## config.mk

```make
export PLATFORM = sky130hd
export DESIGN_NAME = uart_tx_fifo
export DESIGN_NICKNAME = d
export VERILOG_FILES = /design/src/rtl/uart_tx_fifo.sv
export SDC_FILE = /design/constraint.sdc
export NUM_CORES = 1
export LEC_CHECK = 0
export ABC_CLOCK_PERIOD_IN_PS = 5200
export CORE_MARGIN = 1.5
export CORE_UTILIZATION = 50
export DETAILED_ROUTE_END_ITERATION = 10
export GPL_TIMING_DRIVEN = 1
export MAX_ROUTING_LAYER = met4
export PLACE_DENSITY = 0.7
export SETUP_SLACK_MARGIN = 0.02
export SYNTH_ARGS = -nofsm -noshare
export SYNTH_HDL_FRONTEND = slang
export SYNTH_SLANG_ARGS = --single-unit
```

## constraint.sdc

```tcl
create_clock -name clk -period 5.2 [get_ports clk]
set_clock_uncertainty 0.15 [all_clocks]
set_input_delay 1.3 -clock clk [delete_from_list [all_inputs] [get_ports clk]]
set_output_delay 1.3 -clock clk [all_outputs]
set_load 0.05 [all_outputs]
```

## src/rtl/uart_tx_fifo.sv

```systemverilog
// rtl/uart_tx_fifo.sv - UART transmitter with transmit FIFO and per-frame format control
module uart_tx_fifo #(
    parameter int DEPTH = 16,
    parameter int DIV_W = 19
) (
    input  logic                   clk,
    input  logic                   rst,
    input  logic                   load,
    input  logic [7:0]             data,
    input  logic [DIV_W-1:0]       k,
    input  logic                   eight,
    input  logic                   parity_en,
    input  logic                   ohel,
    input  logic                   two_stop,
    input  logic                   clr_ovf,
    output logic                   Tx,
    output logic                   TxRDY,
    output logic                   busy,
    output logic                   empty,
    output logic [$clog2(DEPTH):0] count,
    output logic                   overflow,
    output logic                   done
);

    localparam int AW = $clog2(DEPTH);
    localparam int CW = AW + 1;
    localparam logic [CW-1:0] FULL_CNT = CW'(DEPTH);

    typedef enum logic [2:0] {IDLE, START, DATA, PARITY, STOP} state_t;

    state_t           state;
    logic [7:0]       mem [DEPTH];
    logic [AW-1:0]    wr_ptr;
    logic [AW-1:0]    rd_ptr;
    logic             full_r;
    logic             empty_r;
    logic             push;
    logic             pop;
    logic [CW-1:0]    count_next;
    logic [7:0]       head;

    logic [DIV_W-1:0] timer;
    logic [DIV_W-1:0] f_k;
    logic [2:0]       bit_cnt;
    logic [7:0]       shreg;
    logic             f_eight;
    logic             f_par_en;
    logic             f_par_bit;
    logic             f_two;
    logic             bit_end;
    logic             last_data;
    logic             last_stop;

    assign head      = mem[rd_ptr];
    assign bit_end   = (timer == f_k);
    assign last_data = (bit_cnt == (f_eight ? 3'd7 : 3'd6));
    assign last_stop = (bit_cnt == {2'b00, f_two});

    // A new frame starts from IDLE or straight out of the final stop bit so frames run back-to-back
    assign pop  = ~empty_r & ((state == IDLE) | ((state == STOP) & bit_end & last_stop));
    assign push = load & ~full_r;

    assign count_next = count + {{AW{1'b0}}, push} - {{AW{1'b0}}, pop};

    assign TxRDY = ~full_r;
    assign empty = empty_r;

    // FIFO storage; contents need no reset because occupancy tracking guards every read
    always_ff @(posedge clk) begin
        if (push) begin
            mem[wr_ptr] <= data;
        end
    end

    // FIFO pointers, occupancy, registered flags and sticky overflow
    always_ff @(posedge clk or posedge rst) begin
        if (rst) begin
            wr_ptr   <= '0;
            rd_ptr   <= '0;
            count    <= '0;
            full_r   <= 1'b0;
            empty_r  <= 1'b1;
            overflow <= 1'b0;
        end else begin
            if (push) begin
                wr_ptr <= wr_ptr + AW'(1);
            end
            if (pop) begin
                rd_ptr <= rd_ptr + AW'(1);
            end
            count   <= count_next;
            full_r  <= (count_next == FULL_CNT);
            empty_r <= (count_next == '0);
            // A dropped write wins over a same-cycle clear so no drop goes unreported
            if (load & full_r) begin
                overflow <= 1'b1;
            end else if (clr_ovf) begin
                overflow <= 1'b0;
            end
        end
    end

    // Frame sequencer: bit timing, serialisation and registered line/status outputs
    always_ff @(posedge clk or posedge rst) begin
        if (rst) begin
            state     <= IDLE;
            timer     <= '0;
            bit_cnt   <= '0;
            shreg     <= '0;
            f_k       <= '0;
            f_eight   <= 1'b0;
            f_par_en  <= 1'b0;
            f_par_bit <= 1'b0;
            f_two     <= 1'b0;
            Tx        <= 1'b1;
            busy      <= 1'b0;
            done      <= 1'b0;
        end else begin
            done <= 1'b0;
            case (state)
                IDLE: begin
                    Tx   <= 1'b1;
                    busy <= 1'b0;
                end
                START: begin
                    if (bit_end) begin
                        timer   <= '0;
                        bit_cnt <= '0;
                        Tx      <= shreg[0];
                        state   <= DATA;
                    end else begin
                        timer <= timer + DIV_W'(1);
                    end
                end
                DATA: begin
                    if (bit_end) begin
                        timer <= '0;
                        shreg <= {1'b0, shreg[7:1]};
                        if (last_data) begin
                            bit_cnt <= '0;
                            if (f_par_en) begin
                                Tx    <= f_par_bit;
                                state <= PARITY;
                            end else begin
                                Tx    <= 1'b1;
                                state <= STOP;
                            end
                        end else begin
                            bit_cnt <= bit_cnt + 3'd1;
                            Tx      <= shreg[1];
                        end
                    end else begin
                        timer <= timer + DIV_W'(1);
                    end
                end
                PARITY: begin
                    if (bit_end) begin
                        timer   <= '0;
                        bit_cnt <= '0;
                        Tx      <= 1'b1;
                        state   <= STOP;
                    end else begin
                        timer <= timer + DIV_W'(1);
                    end
                end
                STOP: begin
                    if (bit_end) begin
                        timer <= '0;
                        if (last_stop) begin
                            done  <= 1'b1;
                            Tx    <= 1'b1;
                            busy  <= 1'b0;
                            state <= IDLE;
                        end else begin
                            bit_cnt <= bit_cnt + 3'd1;
                        end
                    end else begin
                        timer <= timer + DIV_W'(1);
                    end
                end
                default: begin
                    state <= IDLE;
                end
            endcase
            // Frame format and divisor are captured here so mid-frame input changes cannot disturb the line
            if (pop) begin
                shreg     <= head;
                f_k       <= k;
                f_eight   <= eight;
                f_par_en  <= parity_en;
                f_par_bit <= (eight ? ^head : ^head[6:0]) ^ ohel;
                f_two     <= two_stop;
                timer     <= '0;
                bit_cnt   <= '0;
                Tx        <= 1'b0;
                busy      <= 1'b1;
                state     <= START;
            end
        end
    end

endmodule
```

== Word-level counts from Yosys, hierarchy flattened ==
Memories as Yosys holds them, arrays and structs flattened.
Index checks and enable logic that the tools add are counted.

* Memories kept: 1
* Bits in writable memories: 128
* Logic and storage cells: 113
* Register bits after elaboration: 75

{| class="wikitable"
|+ Memories
! name !! depth !! width !! rd ports !! clocked after memory_dff !! write ports !! RTL line !! source
|-
| mem || 16 || 8 || 1 || 0 || 1 || 32 || <nowiki>logic [7:0] mem [DEPTH];</nowiki>
|}

* Equal/unequal tests: 17
* Reduce and logical (&&, ||, !) cells: 18
* Multiplexer cells: 44
* Bitwise logic cells: 9
* Add/sub/neg operators: 6

{| class="wikitable"
|+ Operator list
! operator !! count
|-
| two-way mux 19 bit || 3
|-
| two-way mux 3 bit || 14
|-
| two-way mux 8 bit || 3
|-
| != test 3 bit, second input constant || 7
|-
| two-way mux 1 bit || 20
|-
| adder 19 x 1 -> 19 bit, second input constant || 1
|-
| equality test 19 bit || 1
|-
| one-hot mux 3 bit (5 select lines) || 1
|-
| one-hot mux 3 bit (3 select lines) || 1
|-
| adder 4 x 1 -> 4 bit, second input constant || 2
|-
| nonzero test 2 bit || 4
|-
| parity 8 bit || 1
|-
| AND reduction 7 bit || 1
|-
| parity 7 bit || 1
|-
| equality test 3 x 2 -> 1 bit, second input constant || 2
|-
| AND reduction 6 bit || 1
|-
| nonzero test 6 bit || 1
|-
| adder 5 x 1 -> 5 bit || 1
|-
| AND 1 bit || 5
|-
| equality test 5 bit, second input constant || 1
|-
| logical NOT 5 bit || 1
|-
| one-hot mux 1 bit (5 select lines) || 1
|-
| AND reduction 5 bit || 1
|-
| subtractor 5 x 1 -> 5 bit || 1
|-
| 18 further kinds || 19
|}

== Logic depth before layout (Yosys ltp) ==
Gate-level depths: netlist (run 1).

* Depth in word-level cells: 7
* Mapped depth: 17

== Worst setup path after synthesis (run 1) ==
No wires, ideal clock.

* Kind: reg-to-reg
* From: reg timer[0]
* To: reg full_r
* Cell stages (with the launch flop): 16
* Buffers on the path: 1
* Arrival time: 3,428 ps
* Slack: 1,549 ps
* Required time: 4,977 ps
* Period minus slack after synthesis: 3,651 ps
* Library setup time: 73 ps
* Cells stage by stage: dfrtp_1 xor2_1 nor4_1 nand4_1 o31ai_1 nand2_1 clkinv_1 buf_1 ha_1 inv_1 ha_1 inv_1 fa_1 inv_1 or4_1 nor2b_1

* Word-level cells in the longest chain between the ends: 7

{| class="wikitable"
|+ RTL lines
! element !! RTL line !! source
|-
| start: declaration || 42 || <nowiki>logic [DIV_W-1:0] timer;</nowiki>
|-
| start signal: assignment || 132 || <nowiki>timer <= timer + DIV_W'(1);</nowiki>
|-
| start signal: assignment || 153 || <nowiki>timer <= timer + DIV_W'(1);</nowiki>
|-
| start signal: assignment || 163 || <nowiki>timer <= timer + DIV_W'(1);</nowiki>
|-
| equality test 19 bit || 55 || <nowiki>assign bit_end = (timer == f_k);</nowiki>
|-
| AND 1 bit (2 in a row) || 60 || <nowiki>assign pop = ~empty_r & ((state == IDLE) | ((state == STOP) & bit_end & last_stop));</nowiki>
|-
| OR 1 bit || 60 ||
|-
| AND 1 bit || 60 ||
|-
| via pop || 38 || <nowiki>logic pop;</nowiki>
|-
| subtractor 5 x 1 -> 5 bit || 63 || <nowiki>assign count_next = count + {{AW{1'b0}}, push} - {{AW{1'b0}}, pop};</nowiki>
|-
| via count_next[1] || 39 || <nowiki>logic [CW-1:0] count_next;</nowiki>
|-
| equality test 5 bit || 92 || <nowiki>full_r <= (count_next == FULL_CNT);</nowiki>
|-
| end signal: assignment || 92 ||
|-
| end: declaration || 35 || <nowiki>logic full_r;</nowiki>
|}

The timed path passes the listed nets, and every way through them passes these cells.
A chain may end at the register's enable or synchronous reset.

== Worst setup path in the final report (run 1) ==
* From: in load
* To: reg empty_r (netlist: empty)

* Word-level cells in the longest chain between the ends: 4

{| class="wikitable"
|+ RTL lines
! element !! RTL line !! source
|-
| start: declaration || 8 || <nowiki>input logic load,</nowiki>
|-
| AND 1 bit || 61 || <nowiki>assign push = load & ~full_r;</nowiki>
|-
| adder 5 x 1 -> 5 bit || 63 ||
|-
| subtractor 5 x 1 -> 5 bit || 63 ||
|-
| via count_next[1] || 39 ||
|-
| logical NOT 5 bit || 93 || <nowiki>empty_r <= (count_next == '0);</nowiki>
|-
| end signal: assignment || 93 ||
|-
| end: declaration || 36 || <nowiki>logic empty_r;</nowiki>
|}

The timed path passes the listed nets, and every way through them passes these cells.

==> results.toml, run 1 <==
[grt]
grt_max_degree = 49
antenna_found_initial = 0
grt_pass1_vias = 5308
grt_pass1_wl_um = 28300
grt_use_total = 0.206
grt_overflow = 0

[placed_design]
place_area_sq_um = 9500
port-buffer-count = 45
hpwl_um = 11700
dp_cells = 906
gp_congestion = 0.808

[synth]
synth_cells = 657
ys.flop_type = "edfxtp_1"
synth_top_area_cell = "edfxtp_1"
syn_area_sq_um = 8890
ys_types = 58
yosys_warnings = 0
synth_area_leaders = "edfxtp_1 43%, dfrtp_1 21%, mux2i_1 4.6%"
ys_seq_area_frac = 0.644
yosysMostFrequentCell = "edfxtp_1"
synth_top_area_share = 0.432
synth_area_per_cell_sq_um = 13.5
yosys-top-cells-count = "128 x edfxtp_1, 103 x nand2_1, 73 x dfrtp_1, 41 x mux2i_1, 35 x nor2_1"
synth-seq-cells = 203
synth_edf_count = 128
synth-async-reset-ratio = 0.369
synth_nets = 705

[layout]
final_core_utilization = 0.585
nets = 753
fin_area_sq_um = 10200
fill_cells = 1315
antenna_cells = 0
drive_gt1_frac = 0.0943
fin_cells = 946
areaGrowthSynthToFinish_pct = 14.2

[critical_path]
ff2ff_path_depth = 14
criticalPathCategory = "input pin to flip-flop"
worst_setup_path_end_kind = "flip-flop"
start_kind = "input pin"
regToRegEndpoint = "empty$_DFF_PP1_"
critPathRequiredTime_ns = 5.48
crit_path_max_fanout = 8
worstPathArrival_ns = 4.20
regToRegSetupSlack_ns = 1.51
worstReg2RegStart = "timer[15]$_DFFE_PP0P_"

[timing]
finalCriticalPeriod_ns = 3.91
hold_viol_final = 0
fmax_mhz = 255
finalSetupTns_ns = 0
timing.slew.headroom = 0.430
worstMarginPinSlew_ns = 0.854
setup_viol = 0
slew_viol_final = 0
finalCritPeriodShare = 0.753
rsz0062_at_grt = "no"
hold_slack_ns = 0.331

[job]
drv_cap = 0

[cts]
cts_htree_levels = 1
cts_buffers = 22
cts_resized = 0
clk_transition_reported_paths_ns = 0.06
clk_latency_ns = 0.50
cts-root-buf = "clkbuf_16"
clk_path_buf_depth = 3
cts_tree = "yes"
post_cts_buffers = 0
cts_hold_buf = 0
cts.sinks = 203

[floorplan]
dieWidth_um = 136
num_rows = 48
start_util = 0.512
ios = 46
dieArea_sq_um = 18600
coreArea_sq_um = 17400
die_y_um = 136

[detailed_routing]
wirelength_um = 17600
wl_per_cell_um = 18.6
via_count = 5174
antenna_left = 0
firstDrtPassIters = 5
drc = 0
drt_first_iter_violations = 354
viasPerCell = 5.47

[worst_hold_path]
hold_start = "busy$_DFFE_PP0P_"
hp-class = "flip-flop to flip-flop"
min_to = "busy$_DFFE_PP0P_"
hold_depth = 1

[power_and_ir_drop]
p_leak_nw = 4.01
ir_worst_vdd_mv = 0.322
power_per_cell_area_nw_per_um2 = 585

[outcome]
status = "finished, final reports clean"
-- metrics by stage --
| stage | setup WS, ns | total power, W |
|---|---|---|
| floorplan | 1.55 | 0.00405 |
| global placement | 0.935 | 0.00450 |
| detailed placement | 0.776 | 0.00459 |
| CTS | 1.31 | 0.00600 |
| global route | 1.11 | 0.00631 |
| finish | 1.29 | 0.00594 |
-- cells in the final DEF, fill, tap and decap left out, drive strengths merged, types with 6 or more instances in the layout --
cell           Yosys  layout
nor2              35      35
ha                12      12
nand2            104     104
clkbuf            11      29
mux4              16      16
buf               17       7
o21ai             24      24
and2              18      18
a22oi              9       9
dfrtp             73      73
a221oi            16      16
mux2i             41      41
xor2              26      26
nand3              9       9
a21oi             11      11
nand4              7       7
clkinv             1      11
xnor2             28      28
edfxtp           128     128
nor4               6       6
clkdlybuf4s50      0      45
inv               24      25
-- area by class of cell --
type | instances | area (sq um) | share of cell area
multi-input combinational | 401 | 2900 | 0.285
sequential | 203 | 5720 | 0.564
tap | 225 | 282 | 0.0277
inverter | 25 | 93.8 | 0.00924
clock inverter | 11 | 63.8 | 0.00629
timing repair buffer | 52 | 503 | 0.0495
clock buffer | 29 | 587 | 0.0578
-- power breakdown --
part	switching, W	total (W)	internal [W]
combinational	0.00126	0.00222	0.000954
sequential	0.000275	0.00232	0.00205
clock	0.000605	0.00140	0.000797
total	0.00214	0.00594	0.00380
-- state kept, by name, indices dropped and copies added, names as in the netlist, 3 cells and up --
| name | cells |
|---|---|
| mem | 128 |
| f_k | 19 |
| timer | 19 |
| shreg | 8 |
| count | 5 |
| rd_ptr | 4 |
| wr_ptr | 4 |
| bit_cnt | 3 |
| state | 3 |
-- logic make-up (layout without fill, tap and decap cells) --
logic type                 after synthesis  after routing  synth area share
DFF                                    203            203             0.644
and+or+nand+nor                        202            202             0.102
AOI/OAI and AO/OA                       73             73            0.0599
muxes                                   58             58            0.0879
xor gates and xnor gates                55             55            0.0566
buffers and inverters                   53            117            0.0305
adders and majority gates               13             13            0.0191
-- critical path: stages --
cell and delay [ns]:
clkdlybuf4s50_1 0.47, nor2b_1 0.47, inv_1 0.17, ha_1 0.32, inv_1 0.06, ha_1 0.16, inv_1 0.06, fa_1 0.48
inv_1 0.05, or4_1 0.54, nor2_1 0.13
-- worst max-delay path by stage --
stage | start | depth (start not counted) | end
detailed placement | load | 11 | full_r$_DFF_PP0_
global route | load | 11 | full_r$_DFF_PP0_
CTS | load | 11 | empty$_DFF_PP1_
finish | load | 11 | empty$_DFF_PP1_
global placement | load | 11 | full_r$_DFF_PP0_
floorplan | timer[0]$_DFFE_PP0P_ | 15 | full_r$_DFF_PP0_
-- layer usage --
layer  track usage  up-vias  routed length (um)
met4        0.0615        0                 422
met3        0.0343       32                 788
met2         0.333      122                8750
li1              -     2463                   -
met1         0.271     2557                7640
met5             -        -                   0
Power figures use the tool's default switching activity.
==> run 2, diff against run 1 <==
- ABC_CLOCK_PERIOD_IN_PS: 5200 -> 3900
- clock period: 5.2 -> 3.9 ns (I/O delays scaled with it)
==> results.toml, run 2 (synthesis gave the netlist of run 1 again) <==
[placed_design]
port-buffer-count = 45
hpwl_um = 11600
place_area_sq_um = 9560
gp_congestion = 0.826

[cts]
cts_htree_levels = 1
post_cts_buffers = 0
cts_buffers = 23
cts.sinks = 203
cts_tree = "yes"
clk_path_buf_depth = 3
clk_latency_ns = 0.51
clk_transition_reported_paths_ns = 0.06
cts-root-buf = "clkbuf_16"
cts_hold_buf = 0

[grt]
grt_overflow = 0
grt_pass1_vias = 5301
grt_pass1_wl_um = 28500
antenna_found_initial = 0
grt_use_total = 0.206
grt_max_degree = 49

[power_and_ir_drop]
ir_worst_vdd_mv = 0.499
p_seq_frac = 0.373
clkPwrFrac = 0.253
power_frac_comb = 0.374
p_int_w = 0.00526
power_per_cell_area_nw_per_um2 = 794
p_switching_w = 0.00291
p_sw_frac = 0.357
p_leak_nw = 4.08

[critical_path]
worstReg2RegStart = "timer[16]$_DFFE_PP0P_"
critPathRequiredTime_ns = 4.19
start_kind = "flip-flop"
regToRegSetupSlack_ns = 0.35
worst_setup_path_end_kind = "flip-flop"
crit_start = "timer[16]$_DFFE_PP0P_"
worstPathArrival_ns = 3.84
crit_path_max_fanout = 3
criticalPathCategory = "flip-flop to flip-flop"

[layout]
largest_reg_flops = 128
largestRegisters = "mem: 128 flops, f_k: 19 flops, timer: 19 flops"
antenna_cells = 0
drive_gt1_frac = 0.110
final_core_utilization = 0.593
layout_commonest_cell = "edfxtp_1"
fin_area_sq_um = 10300
nets = 760
layout_common_cells = "128 x edfxtp_1, 103 x nand2_1, 72 x dfrtp_1"
regMostFlops = "mem"
areaGrowthSynthToFinish_pct = 15.8

[floorplan]
dieWidth_um = 136
die_y_um = 136
start_util = 0.512
num_rows = 48
dieArea_sq_um = 18600
ios = 46
coreArea_sq_um = 17400

[detailed_routing]
via_count = 5235
wirelength_um = 17500
drc = 0
antenna_left = 0
drt_first_iter_violations = 244
firstDrtPassIters = 5
wl_per_cell_um = 18.3
viasPerCell = 5.49

[outcome]
status = "finished, final reports clean"

[timing]
finalCriticalPeriod_ns = 3.55
timing.slew.headroom = 0.368
fmax_mhz = 282
hold_viol_final = 0
worstMarginPinSlew_ns = 0.947
finalCritPeriodShare = 0.911
slew_viol_final = 0
hold_slack_ns = 0.325
setup_viol = 0
finalSetupTns_ns = 0
rsz0062_at_grt = "no"

[worst_hold_path]
hp-class = "flip-flop to flip-flop"
hold_start = "busy$_DFFE_PP0P_"

[job]
drv_cap = 0
-- run 2: what timing repair did --
item	CTS	global route
gates resized for setup	0	2
endpoints found under the hold margin	0	0
endpoints found under the setup margin	0	2
-- run 2: path summary, 6_finish.rpt --
check | cells after the start | end
worst min-delay path | 1 | busy$_DFFE_PP0P_
max in group asynchronous | 3 | f_k[11]$_DFFE_PP0N_
worst min register to register | 1 | busy$_DFFE_PP0P_
min in group asynchronous | 2 | count[2]$_DFF_PP0_
worst max-delay path | 14 | full_r$_DFF_PP0_
worst max register to register | 14 | full_r$_DFF_PP0_
-- run 2: power by group through the flow --
stage               combinational, W  sequential (W)  clock [W]
finish                       0.00306         0.00305    0.00206
global route                 0.00337         0.00311    0.00218
detailed placement           0.00304         0.00309          0
global placement             0.00298         0.00307          0
CTS                          0.00307         0.00305    0.00210
floorplan                    0.00231         0.00309          0
-- run 2: through the flow --
| stage | std cells | setup slack [ns] | power (W) |
|---|---|---|---|
| floorplan | 657 | 0.249 | 0.00540 |
| CTS | 954 | 0.203 | 0.00822 |
| global route | 954 | 0.0482 | 0.00866 |
| global placement | 912 | 0.242 | 0.00605 |
| detailed placement | 912 | 0.175 | 0.00614 |
| finish | 954 | 0.349 | 0.00817 |
-- run 2: per-layer routing --
metal / track usage / part of all wire / vias to the layer above
met4: 0.0615 / 0.026 / 0
met5: - / 0 / -
met1: 0.276 / 0.43 / 2597
li1: - / - / 2474
met3: 0.0268 / 0.054 / 36
met2: 0.333 / 0.49 / 128
-- run 2: layout make-up --
class,count,area (sq um)
repair buffers,58,561
inverters,25,93.8
well taps,225,282
flip-flops and latches,203,5720
fillers,1319,7060
multi-input cells,401,2910
clock buffers,25,583
clock inverters,17,149
-- run 2: worst max-delay path, cell delays in order, from the launching register on --
cell and delay (ns):
dfrtp_1 0.41, xor2_1 0.18, nor4_2 0.32, nand4_1 0.22, o31ai_2 0.30, nand2_1 0.14, clkinv_1 0.08, ha_1 0.22
inv_1 0.06, ha_1 0.16, inv_1 0.06, fa_1 0.48, inv_1 0.05, or4_1 0.54, nor2b_1 0.13
==> run 3, diff against run 2 <==
- SLEW_MARGIN: not set -> 20
==> results of run 3 <==
Final layout, timing and power as in run 2 (identical DEF).
